`config.mk`:
```
export PLATFORM = sky130hd
export DESIGN_NAME = key_debounce
export DESIGN_NICKNAME = d
export VERILOG_FILES = /design/src/rtl/key_debounce.sv
export SDC_FILE = /design/constraint.sdc
export NUM_CORES = 1
export LEC_CHECK = 0
export CAP_MARGIN = 40
export CORE_MARGIN = 2
export CORE_UTILIZATION = 35
export DETAILED_ROUTE_END_ITERATION = 10
export PLACE_DENSITY = 0.62
export SETUP_SLACK_MARGIN = 0.1
export SLEW_MARGIN = 15
export SYNTH_ARGS = -nofsm -noshare
export SYNTH_HDL_FRONTEND = slang
export SYNTH_SLANG_ARGS = --single-unit
```
`constraint.sdc`:
```
create_clock -name CLK -period 2.3 [get_ports CLK]
set_input_delay 0.46 -clock CLK [delete_from_list [all_inputs] [get_ports CLK]]
set_output_delay 0.46 -clock CLK [all_outputs]
set_load 0.05 [all_outputs]
```
`src/rtl/key_debounce.sv`:
```
// Per-key synchronise + debounce for active-low push buttons: clean level,
// single-cycle press/release pulses and a once-per-hold long-press pulse.
`timescale 1ns/1ps

module key_debounce_chan #(
  parameter int unsigned DEB_CYCLES  = 500_000,
  parameter int unsigned LONG_CYCLES = 25_000_000
) (
  input  logic CLK,
  input  logic RSTB,
  input  logic key_n,
  output logic key_state,
  output logic key_press,
  output logic key_release,
  output logic key_long
);

  localparam int unsigned DEB_W  = $clog2(DEB_CYCLES + 1);
  localparam int unsigned LONG_W = $clog2(LONG_CYCLES + 1);

  localparam logic [DEB_W-1:0]  DEB_LAST  = DEB_W'(DEB_CYCLES - 1);
  localparam logic [LONG_W-1:0] LONG_LAST = LONG_W'(LONG_CYCLES - 1);
  localparam logic [LONG_W-1:0] LONG_MAX  = LONG_W'(LONG_CYCLES);

  typedef enum logic [1:0] {
    IDLE,
    P_WAIT,
    PRESSED,
    R_WAIT
  } state_t;

  state_t            state_q, state_d;
  logic [1:0]        sync_q;
  logic              key_s;
  logic [DEB_W-1:0]  deb_q, deb_d;
  logic [LONG_W-1:0] long_q, long_d, long_step;
  logic              long_hit;
  logic              level_d, press_d, release_d, long_d_pulse;

  // Two-flop synchroniser; the released level is the safe reset value.
  // NOTE: sequential state uses non-blocking assignments only, so every flop
  // samples pre-edge values regardless of statement order.
  always_ff @(posedge CLK or negedge RSTB) begin
    if (!RSTB) begin
      sync_q <= 2'b11;
    end else begin
      sync_q <= {sync_q[0], key_n};
    end
  end

  assign key_s = ~sync_q[1];

  // Hold counter saturates so key_long can fire only once per hold.
  assign long_step = (long_q == LONG_MAX) ? long_q : long_q + LONG_W'(1);
  assign long_hit  = (long_q == LONG_LAST);

  // NOTE: every always_comb output gets a default first, so no branch can
  // leave a signal unassigned and infer a latch.
  always_comb begin
    state_d      = state_q;
    deb_d        = deb_q;
    long_d       = long_q;
    level_d      = key_state;
    press_d      = 1'b0;
    release_d    = 1'b0;
    long_d_pulse = 1'b0;

    case (state_q)
      IDLE: begin
        if (key_s) begin
          state_d = P_WAIT;
          deb_d   = DEB_W'(1);
        end
      end

      P_WAIT: begin
        if (!key_s) begin
          state_d = IDLE;
          deb_d   = '0;
        end else if (deb_q == DEB_LAST) begin
          state_d = PRESSED;
          level_d = 1'b1;
          press_d = 1'b1;
          deb_d   = '0;
          long_d  = '0;
        end else begin
          deb_d = deb_q + DEB_W'(1);
        end
      end

      PRESSED: begin
        long_d       = long_step;
        long_d_pulse = long_hit;
        if (!key_s) begin
          state_d = R_WAIT;
          deb_d   = DEB_W'(1);
        end
      end

      R_WAIT: begin
        if (key_s) begin
          state_d      = PRESSED;
          deb_d        = '0;
          long_d       = long_step;
          long_d_pulse = long_hit;
        end else if (deb_q == DEB_LAST) begin
          // Accepted release wins over a coinciding long-press edge.
          state_d   = IDLE;
          level_d   = 1'b0;
          release_d = 1'b1;
          deb_d     = '0;
          long_d    = '0;
        end else begin
          deb_d        = deb_q + DEB_W'(1);
          long_d       = long_step;
          long_d_pulse = long_hit;
        end
      end

      default: begin
        state_d = IDLE;
        deb_d   = '0;
        long_d  = '0;
        level_d = 1'b0;
      end
    endcase
  end

  always_ff @(posedge CLK or negedge RSTB) begin
    if (!RSTB) begin
      state_q     <= IDLE;
      deb_q       <= '0;
      long_q      <= '0;
      key_state   <= 1'b0;
      key_press   <= 1'b0;
      key_release <= 1'b0;
      key_long    <= 1'b0;
    end else begin
      state_q     <= state_d;
      deb_q       <= deb_d;
      long_q      <= long_d;
      key_state   <= level_d;
      key_press   <= press_d;
      key_release <= release_d;
      key_long    <= long_d_pulse;
    end
  end

endmodule

module key_debounce #(
  parameter int unsigned N_KEY       = 4,
  parameter int unsigned DEB_CYCLES  = 500_000,
  parameter int unsigned LONG_CYCLES = 25_000_000
) (
  input  logic             CLK,
  input  logic             RSTB,
  input  logic [N_KEY-1:0] KEY_N,
  output logic [N_KEY-1:0] key_state,
  output logic [N_KEY-1:0] key_press,
  output logic [N_KEY-1:0] key_release,
  output logic [N_KEY-1:0] key_long
);

  // Keys share nothing but clock and reset.
  for (genvar k = 0; k < N_KEY; k++) begin : g_key
    key_debounce_chan #(
      .DEB_CYCLES (DEB_CYCLES),
      .LONG_CYCLES(LONG_CYCLES)
    ) u_chan (
      .CLK        (CLK),
      .RSTB       (RSTB),
      .key_n      (KEY_N[k]),
      .key_state  (key_state[k]),
      .key_press  (key_press[k]),
      .key_release(key_release[k]),
      .key_long   (key_long[k])
    );
  end

endmodule

```
## Word level (Yosys, flattened, before mapping)

Cells that the tools add are included.

- Add/sub/neg operators: 8
- Equal/unequal tests: 56
- Mux-type cells: 128
- Reduce and logical (&&, ||, !) cells: 28

Operator list:

| operator | number |
|---|---|
| 25-bit two-way mux | 20 |
| 19-bit two-way mux | 20 |
| 19-bit case mux with 4 select lines | 4 |
| 25-bit case mux with 3 select lines | 4 |
| 25-bit == test (second input constant) | 8 |
| 25-bit by 1-bit adder with 25-bit output (second input constant) | 4 |
| 19-bit by 1-bit adder with 19-bit output (second input constant) | 4 |
| 19-bit == test (second input constant) | 4 |
| 2-bit two-way mux | 24 |
| 1-bit two-way mux | 44 |
| 2-bit by 1-bit != test with 1-bit output (second input constant) | 16 |
| 2-bit case mux with 4 select lines | 4 |
| 5-bit AND reduction | 4 |
| 2-bit == test (second input constant) | 8 |
| 2-bit != test (second input constant) | 8 |
| 1-bit case mux with 2 select lines | 8 |
| 4-bit AND reduction | 4 |
| 3-bit by 1-bit != test with 1-bit output (second input constant) | 4 |
| 3-bit != test (second input constant) | 4 |
| 3-bit AND reduction | 4 |
| 3-bit nonzero test | 4 |
| 2-bit by 1-bit == test with 1-bit output (second input constant) | 4 |
| 2-bit logical NOT | 4 |
| 2-bit AND reduction | 4 |
| 2-bit nonzero test | 4 |

- Register bits after elaboration: 208
- Input port bits: 6
- Output and inout bits: 16

## Logic depth before layout (Yosys ltp)

Gate-level depths: netlist of the first run.

- Depth in word-level cells: 5
- Mapped depth: 9
- Gate-level depth less buffers: 7

## Modules after synthesis

A second synthesis of the first run with hierarchy kept.

- Cells, all modules: 1,325
- Area total of the unflattened synthesis: 11,619.9 sq um

By module, submodules not included:

| module | times used | cells each | area each (sq um) |
|---|---|---|---|
| key_debounce_chan (g_key[0].u_chan ...) | 3 | 335 | 2,906.5 |
| key_debounce_chan (g_key[3].u_chan) | 1 | 320 | 2,900.3 |

## Worst setup path before layout of the first run

OpenSTA, ideal clock, no wires.

- Kind: reg-to-reg
- Start: register g_key[3].u_chan.deb_q[0]
- End: register g_key[3].u_chan.deb_q[12]
- Library setup time: 82 ps
- Arrival time: 2,182 ps
- Required time: 2,218 ps
- Slack: 36 ps
- Cell stages (with the launch flop): 9
- Path buffers: 2
- Path through: dfrtp_1 > ha_1 > and4_1 > and4_1 > buf_2 > a21oi_1 > clkbuf_1 > o21ai_0 > a31oi_1

- Cells in the longest elaborated chain, start to end: 4
- Elaborated cells on any way between the ends: 6
- Those cells by class: add/sub: 1; eq/ne: 1; mux: 4

RTL lines:

| what | RTL line | RTL |
|---|---|---|
| from (decl) | 35 | `logic [DEB_W-1:0] deb_q, deb_d;` |
| from (signal assigned) | 132 | `deb_q <= '0;` |
| from (signal assigned) | 140 | `deb_q <= deb_d;` |
| 19-bit by 1-bit adder with 19-bit output / 19-bit == test (equally long branches) | - |  |
| 19-bit two-way mux (*) | 80, 106 |  |
| 19-bit two-way mux, on equally long branches | 101, 77 |  |
| 19-bit case mux with 4 select lines (*) | 68 | `case (state_q)` |

Mark *: on every way between the ends. The rest lies on a longest branch, timed or not.
A chain may end at the register's enable or synchronous reset.

## Worst setup path after layout of the first run

- Start: register g_key[1].u_chan.deb_q[10]
- End: register g_key[1].u_chan.long_q[22]

- Cells in the longest elaborated chain, start to end: 4
- Elaborated cells on any way between the ends: 6
- Those cells by class: eq/ne: 2; mux: 3; reduce/logical: 1

RTL lines:

| what | RTL line | RTL |
|---|---|---|
| from (decl) | 35 |  |
| from (signal assigned) | 132 |  |
| from (signal assigned) | 140 |  |
| 19-bit == test (*) | 80, 106 |  |
| 25-bit two-way mux | 106 | `end else if (deb_q == DEB_LAST) begin` |
| 25-bit two-way mux | 101 | `if (key_s) begin` |
| 25-bit case mux with 3 select lines | 68 |  |
| to (signal assigned) | 141 | `long_q <= long_d;` |
| to (decl) | 36 | `logic [LONG_W-1:0] long_q, long_d, long_step;` |

Marked as above.

==> results_dict.tcl, run 1 <==
set metrics [dict create \
    synth_ff_type "dfrtp_1" \
    clk_pin_slew_ps 60 \
    synth_simple_gate_area_share_pct 27.6 \
    cp.arrival_ps 2670 \
    hp-class "in -> reg" \
    route.detailed.wl_per_inst_um 15.9 \
    dpl.hpwl_um 19400 \
    worst-path-max-fanout 6 \
    power.density_nw_per_um2 570 \
    synth.ff_latch_count 208 \
    numPortBuffers 21 \
    layout_setup_ws_ps 82.3 \
    synth_top_cells_by_count "dfrtp_1, a21oi_1, nand2_1, nand3_1, o21ai_0" \
    grt_max_degree 68 \
    avgSynthCellArea_um2 8.96 \
    fin_nets 1427 \
    final_layout_size_suffix_gt1_share_pct 19.4 \
    syn_to_final_growth_pct 23.9 \
    synth_xor_area_share_pct 1.13 \
    muxShareOfSynthArea_pct 0.782 \
    cap_violations 0 \
    synthesis.nets 1321 \
    rsz0062_at_grt "true" \
    core_um2 32700 \
    relSlewSlack_pct 46.1 \
    synthCells 1303 \
    setup_viol 0 \
    post-synth-top-area-cell "dfrtp_1" \
    totalNegativeSetupSlack_ps 0 \
    endpoint_kind "flip-flop" \
    synthAdderAreaFrac_pct 1.29 \
    ys_types 74 \
    netlist_area_um2 11700 \
    antenna_cells 0 \
    grt_pass1_wl_um 49300 \
    fmax_mhz 451 \
    cp_cell_sequence "or4_4 > nor2b_4 > a31oi_4 > or4_1 > a21oi_1" \
    routed_wl_um 29700 \
    crit_slowest_cell "or4_1" \
    die_w_um 187 \
    synth.most_common_cell "dfrtp_1" \
    required_ps 2750 \
    async_reset_ff_share_pct 100 \
    status "completed" \
    track_usage_pct 16.3 \
    synth_area_leaders "dfrtp_1, a21oi_1, nand3_1" \
    crit_type "reg -> reg" \
    row_count 66 \
    final_antenna_net_count 0 \
    vias 10774 \
    detail_route.first_pass.iterations 5 \
    fin_crit_ps 2220 \
    clock_skew_ps 11.1 \
    clock_sinks 208 \
    synth_compound_area_share_pct 20.2 \
    finalHoldViolCount 0 \
    avgViaCountPerCell 5.76 \
    dieArea_um2 34800 \
    clock_latency_ps 520 \
    synth_edf_count 0 \
    slowest_delay_ps 580 \
    dp_slack_ps 27.2 \
    htree_num_levels 1 \
    synth_top_family_by_area "simple AND/OR/NAND/NOR gates" \
    clockRootBuffer "clkbuf_16" \
    antenna_found_initial 0 \
    cts_buffers 26 \
    yosysWarnings 0 \
    grt-ovfl-total 0 \
    startpoint_type "flip-flop" \
    post-route-period-util_pct 96.4 \
    peakVddDrop_v 0.000531 \
    drc 0 \
    synth_top_area_share_pct 42.9 \
    start_util_pct 35.7 \
    leakage_nw 5.71 \
    grt_pass1_vias 10064 \
    tightestPinTransition_ps 807 \
    dieHeight_um 187 \
    clockBufferDepth 3 \
    io_pins 22 \
    gp_congestion 0.843 \
    maxSlewViolCount 0 \
    drt_iter0_markers 747 \
    synth.yosys.seq_area_share_pct 44.7 \
    holdWs_ps 331 \
    cts_tree "done" \
]
path summary, 6_finish.rpt:
kind,end,cells after the start,start,slack [ps]
hold / removal,g_key[0].u_chan.sync_q[0]$_DFF_PN1_,1,KEY_N[0],330
max in group asynchronous,g_key[3].u_chan.long_q[8]$_DFFE_PN0P_,3,RSTB,1220
hold reg to reg,g_key[1].u_chan.sync_q[1]$_DFF_PN1_,0,g_key[1].u_chan.sync_q[0]$_DFF_PN1_,350
setup / recovery,g_key[1].u_chan.long_q[22]$_DFFE_PN0P_,5,g_key[1].u_chan.deb_q[10]$_DFFE_PN0P_,80
setup reg to reg,g_key[1].u_chan.long_q[22]$_DFFE_PN0P_,5,g_key[1].u_chan.deb_q[10]$_DFFE_PN0P_,80
min in group asynchronous,g_key[1].u_chan.key_release$_DFF_PN0_,2,RSTB,390
cell usage in the layout (no fill, tap or decap), types with 8 or more instances in the layout:
cell and instances:
clkdlybuf4s50_1 16, o21ai_0 57, nor4b_1 9, o31ai_1 22, clkinv_2 11, nor3_1 35, inv_1 36, a22o_1 13
and3_1 16, xor2_1 9, a21oi_2 17, a41oi_1 14, nor4_1 22, nor2_1 65, and4_1 9, a21o_1 17
dfrtp_1 194, or3_1 36, or4_4 8, a31oi_1 51, and2_1 10, or4_1 32, clkbuf_16 28, nand2_1 116
a21oi_1 105, nand3_1 91, or2_2 8, nand2b_1 16, nand4_1 48, dfstp_2 8, ha_1 8, buf_6 9
mux2i_1 8, o21ai_1 8, buf_4 115
flip-flops by register name (all words and copies together) (netlist names), named ones only:
register	cells
g_key.u_chan.sync_q	8
g_key.u_chan.long_q	100
g_key.u_chan.state_q	4
g_key.u_chan.key_press	4
g_key.u_chan.key_long	4
g_key.u_chan.key_release	4
g_key.u_chan.key_state	4
g_key.u_chan.deb_q	76
stage by stage:
stage	area, um^2	utilization (%)	total power, mW	cells
6_report	14500	44.2	8.24	1871
5_1_grt	14500	44.2	8.57	1871
4_1_cts	13900	42.7	8.34	1851
3_5_place_dp	13000	39.7	4.24	1796
3_3_place_gp	13000	39.7	4.23	1795
2_1_floorplan	11700	-	4.03	1303
cell type report:
cell class | instances | area (um^2)
well taps | 442 | 553
clock inverters | 17 | 146
fillers | 3183 | 18200
clock buffers | 31 | 711
inverters | 36 | 135
flip-flops and latches | 208 | 5220
repair buffers | 154 | 1370
multi-input cells | 983 | 6330
worst max-delay path, delay by kind of cell (launching register included):
family          cells  cell delay [ps]
flops               1              380
simple gates        3             1410
compound gates      2              350
routing by layer:
| metal | up-vias | wire (um) | track usage, % |
|---|---|---|---|
| met5 | - | 0 | 0 |
| li1 | 5186 | - | - |
| met1 | 5337 | 13700 | 22.1 |
| met2 | 204 | 14200 | 27.4 |
| met3 | 47 | 1110 | 2.03 |
| met4 | 0 | 581 | 4.52 |
kinds of logic (layout without fill, tap and decap cells):
kind of cell | after synthesis | after routing
compound gates | 370 | 373
xor+xnor | 15 | 15
fa+ha+maj | 12 | 12
buf+inv | 115 | 238
flops | 208 | 208
mux | 9 | 9
simple gates | 574 | 574
repair_timing:
| action | in CTS | in global routing |
|---|---|---|
| cloned | 2 | 4 |
| setup buffers | 4 | 16 |
| gates resized for setup | 7 | 86 |
| endpoints found under the setup margin | 28 | 90 |
| endpoints found under the hold margin | 22 | 0 |
| hold buffers | 1 | 0 |
| pin swaps | 5 | 25 |
power breakdown:
group / internal [mW] / total [mW] / switching, mW
clock network: 2.43 / 4.04 / 1.61
logic: 0.150 / 0.396 / 0.246
registers: 3.73 / 3.80 / 0.0760
total: 6.30 / 8.24 / 1.93
(Power assumes the default switching activity.)
==> inputs of run 2 (changes only) <==
--- a/config.mk
+++ b/config.mk
@@ -9,9 +9,9 @@
 export CORE_MARGIN = 2
 export CORE_UTILIZATION = 35
 export DETAILED_ROUTE_END_ITERATION = 10
-export PLACE_DENSITY = 0.62
+export PLACE_DENSITY = 0.6
 export SETUP_SLACK_MARGIN = 0.1
-export SLEW_MARGIN = 15
+export SLEW_MARGIN = 5
 export SYNTH_ARGS = -nofsm -noshare
 export SYNTH_HDL_FRONTEND = slang
 export SYNTH_SLANG_ARGS = --single-unit
==> constraint.sdc (replaced) <==
create_clock -name CLK -period 2.4 [get_ports CLK]
set_input_delay 0.48 -clock CLK [delete_from_list [all_inputs] [get_ports CLK]]
set_output_delay 0.48 -clock CLK [all_outputs]
set_load 0.05 [all_outputs]
==> run 2 against run 1 <==
Net effect:
- sequential power shrank 4%
- setup slack gained 32 ps
- global-route usage shrank 0.17 points
- wire length shrank 2.1%
- largest power group unchanged
- highest routed layer unchanged
==> results_dict.tcl, run 2 (synthesis gave the netlist of run 1 again) <==
set metrics [dict create \
    min_to "g_key[3].u_chan.sync_q[1]$_DFF_PN1_" \
    dpl.hpwl_um 19200 \
    reg.largest.list "g_key.u_chan.long_q: 100 flops, g_key.u_chan.deb_q: 76 flops, g_key.u_chan.sync_q: 8 flops" \
    drt_iter0_markers 628 \
    worst-path-max-fanout 11 \
    cap_violations 0 \
    vias 10579 \
    leakage_nw 5.47 \
    clk_pin_slew_ps 60 \
    required_ps 2850 \
    top_register "g_key.u_chan.long_q" \
    numPortBuffers 21 \
    relSlewSlack_pct 59.6 \
    clock_latency_ps 530 \
    holdWs_ps 355 \
    grt-ovfl-total 0 \
    r2r_cells 7 \
    grt_max_degree 72 \
    tightestPinTransition_ps 603 \
    startpoint_type "flip-flop" \
    grt_pass1_vias 9926 \
    fin_crit_ps 2290 \
    status "completed" \
    power.density_nw_per_um2 591 \
    io_pins 22 \
    dieArea_um2 34800 \
    post-route-period-util_pct 95.2 \
    drc 0 \
    antenna_found_initial 0 \
    htree_num_levels 1 \
    maxSlewViolCount 0 \
    hp-class "reg -> reg" \
    row_count 66 \
    fillers 3234 \
    setup_viol 0 \
    peakVddDrop_v 0.000563 \
    hold_start "g_key[3].u_chan.sync_q[0]$_DFF_PN1_" \
    clockRootBuffer "clkbuf_16" \
    core_um2 32700 \
    avgViaCountPerCell 5.78 \
    hold_path_depth 0 \
    route.detailed.wl_per_inst_um 15.9 \
    final_layout_size_suffix_gt1_share_pct 14.0 \
    detail_route.first_pass.iterations 5 \
    multi_input_area_um2 6060 \
    r2r_setup_slack_ps 110 \
    totalNegativeSetupSlack_ps 0 \
    crit_type "reg -> reg" \
    final_cell_mix "dfrtp_1, a21oi_1, nand2_1" \
    die_w_um 187 \
    dieHeight_um 187 \
    gp_congestion 0.827 \
    finalHoldViolCount 0 \
    final_antenna_net_count 0 \
    routed_wl_um 29000 \
    rsz0062_at_grt "true" \
    cts_buffers 25 \
    layout_commonest_cell "dfrtp_1" \
    final-seq-area_um2 5220 \
    cp_common_cell "buf_4" \
    cp_cell_sequence "or4b_4 > nor4_4 > buf_4 > buf_4 > a21oi_2 > or3_1 > a21oi_1" \
    slowest_delay_ps 570 \
    fin_nets 1388 \
    track_usage_pct 16.1 \
    largest_register_ffs 100 \
    antenna_cells 0 \
    clockBufferDepth 3 \
    clock_skew_ps 7.40 \
    start_util_pct 35.7 \
    endpoint_kind "flip-flop" \
    cp.arrival_ps 2740 \
    clock_sinks 208 \
    cts_tree "done" \
    grt_pass1_wl_um 48700 \
    fmax_mhz 437 \
    r2r-end "g_key[2].u_chan.long_q[14]$_DFFE_PN0P_" \
    crit_slowest_cell "or4b_4" \
    r2r_start "g_key[2].u_chan.deb_q[10]$_DFFE_PN0P_" \
    syn_to_final_growth_pct 19.1 \
]
-- run 2: per-stage QoR --
step | power (mW) | cell area (um^2) | cells | setup slack, ps | utilization (%)
floorplan | 3.86 | 11700 | 1303 | 136 | -
CTS | 8.34 | 13700 | 1818 | 94.8 | 42.0
finish | 8.22 | 13900 | 1831 | 114 | 42.5
detailed placement | 4.04 | 12800 | 1771 | 59.2 | 39.1
global route | 8.52 | 13900 | 1831 | 38.9 | 42.5
global placement | 4.04 | 12800 | 1771 | 113 | 39.1
-- run 2: worst max-delay path by stage --
| stage | from | slack, ps | to |
|---|---|---|---|
| finish | g_key[2].u_chan.deb_q[10]$_DFFE_PN0P_ | 110 | g_key[2].u_chan.long_q[14]$_DFFE_PN0P_ |
| global route | g_key[2].u_chan.deb_q[10]$_DFFE_PN0P_ | 40 | g_key[2].u_chan.long_q[18]$_DFFE_PN0P_ |
| CTS | g_key[2].u_chan.deb_q[14]$_DFFE_PN0P_ | 90 | g_key[2].u_chan.long_q[18]$_DFFE_PN0P_ |
| detailed placement | g_key[2].u_chan.deb_q[14]$_DFFE_PN0P_ | 60 | g_key[2].u_chan.long_q[7]$_DFFE_PN0P_ |
| global placement | g_key[2].u_chan.deb_q[14]$_DFFE_PN0P_ | 110 | g_key[2].u_chan.long_q[7]$_DFFE_PN0P_ |
| floorplan | g_key[3].u_chan.deb_q[0]$_DFFE_PN0P_ | 140 | g_key[3].u_chan.deb_q[12]$_DFFE_PN0P_ |
-- run 2: what timing repair did --
item                                    CTS  global route
gates resized for setup                   4            16
endpoints found under the setup margin   21            66
hold buffers                              1             0
pin swaps                                 1             8
setup buffers                             0            10
hold endpoints to repair                 62             0
gates cloned                              0             3
-- run 2: final cells by class --
type,count,area share [%]
Clock buffer,32,5.05
Tap cell,442,3.98
Sequential cell,208,37.5
Inverter,36,0.971
Multi-Input combinational cell,983,43.6
Clock inverter,14,1.61
Timing Repair Buffer,116,7.32
-- run 2: layer usage --
metal	global-route usage, %	vias to the layer above	part of all wire (%)
li1	-	5109	-
met1	22.5	5206	48
met2	26.5	225	47
met3	2.16	39	4.2
met4	3.91	0	1.5
met5	0	-	0
-- run 2: power by group --
part / internal, mW / switching (mW) / leakage (nW)
clock: 2.70 / 1.53 / 0.463
combinational: 0.121 / 0.211 / 2.16
sequential: 3.57 / 0.0796 / 2.85
total: 6.39 / 1.82 / 5.47
-- run 2: worst max-delay path: cells and delay by family, from the launching register on --
kind                   cells  cell delay, ps
and+or+nand+nor            3            1220
DFF                        1             380
buffers and inverters      2             330
AOI/OAI and AO/OA          2             290
==> inputs of run 3 (changes only) <==
--- a/config.mk
+++ b/config.mk
@@ -5,6 +5,7 @@
 export SDC_FILE = /design/constraint.sdc
 export NUM_CORES = 1
 export LEC_CHECK = 0
+export ABC_CLOCK_PERIOD_IN_PS = 2400
 export CAP_MARGIN = 40
 export CORE_MARGIN = 2
 export CORE_UTILIZATION = 35
==> results of run 3 <==
Same layout as run 2: the final DEF is identical, and so are final timing and power.
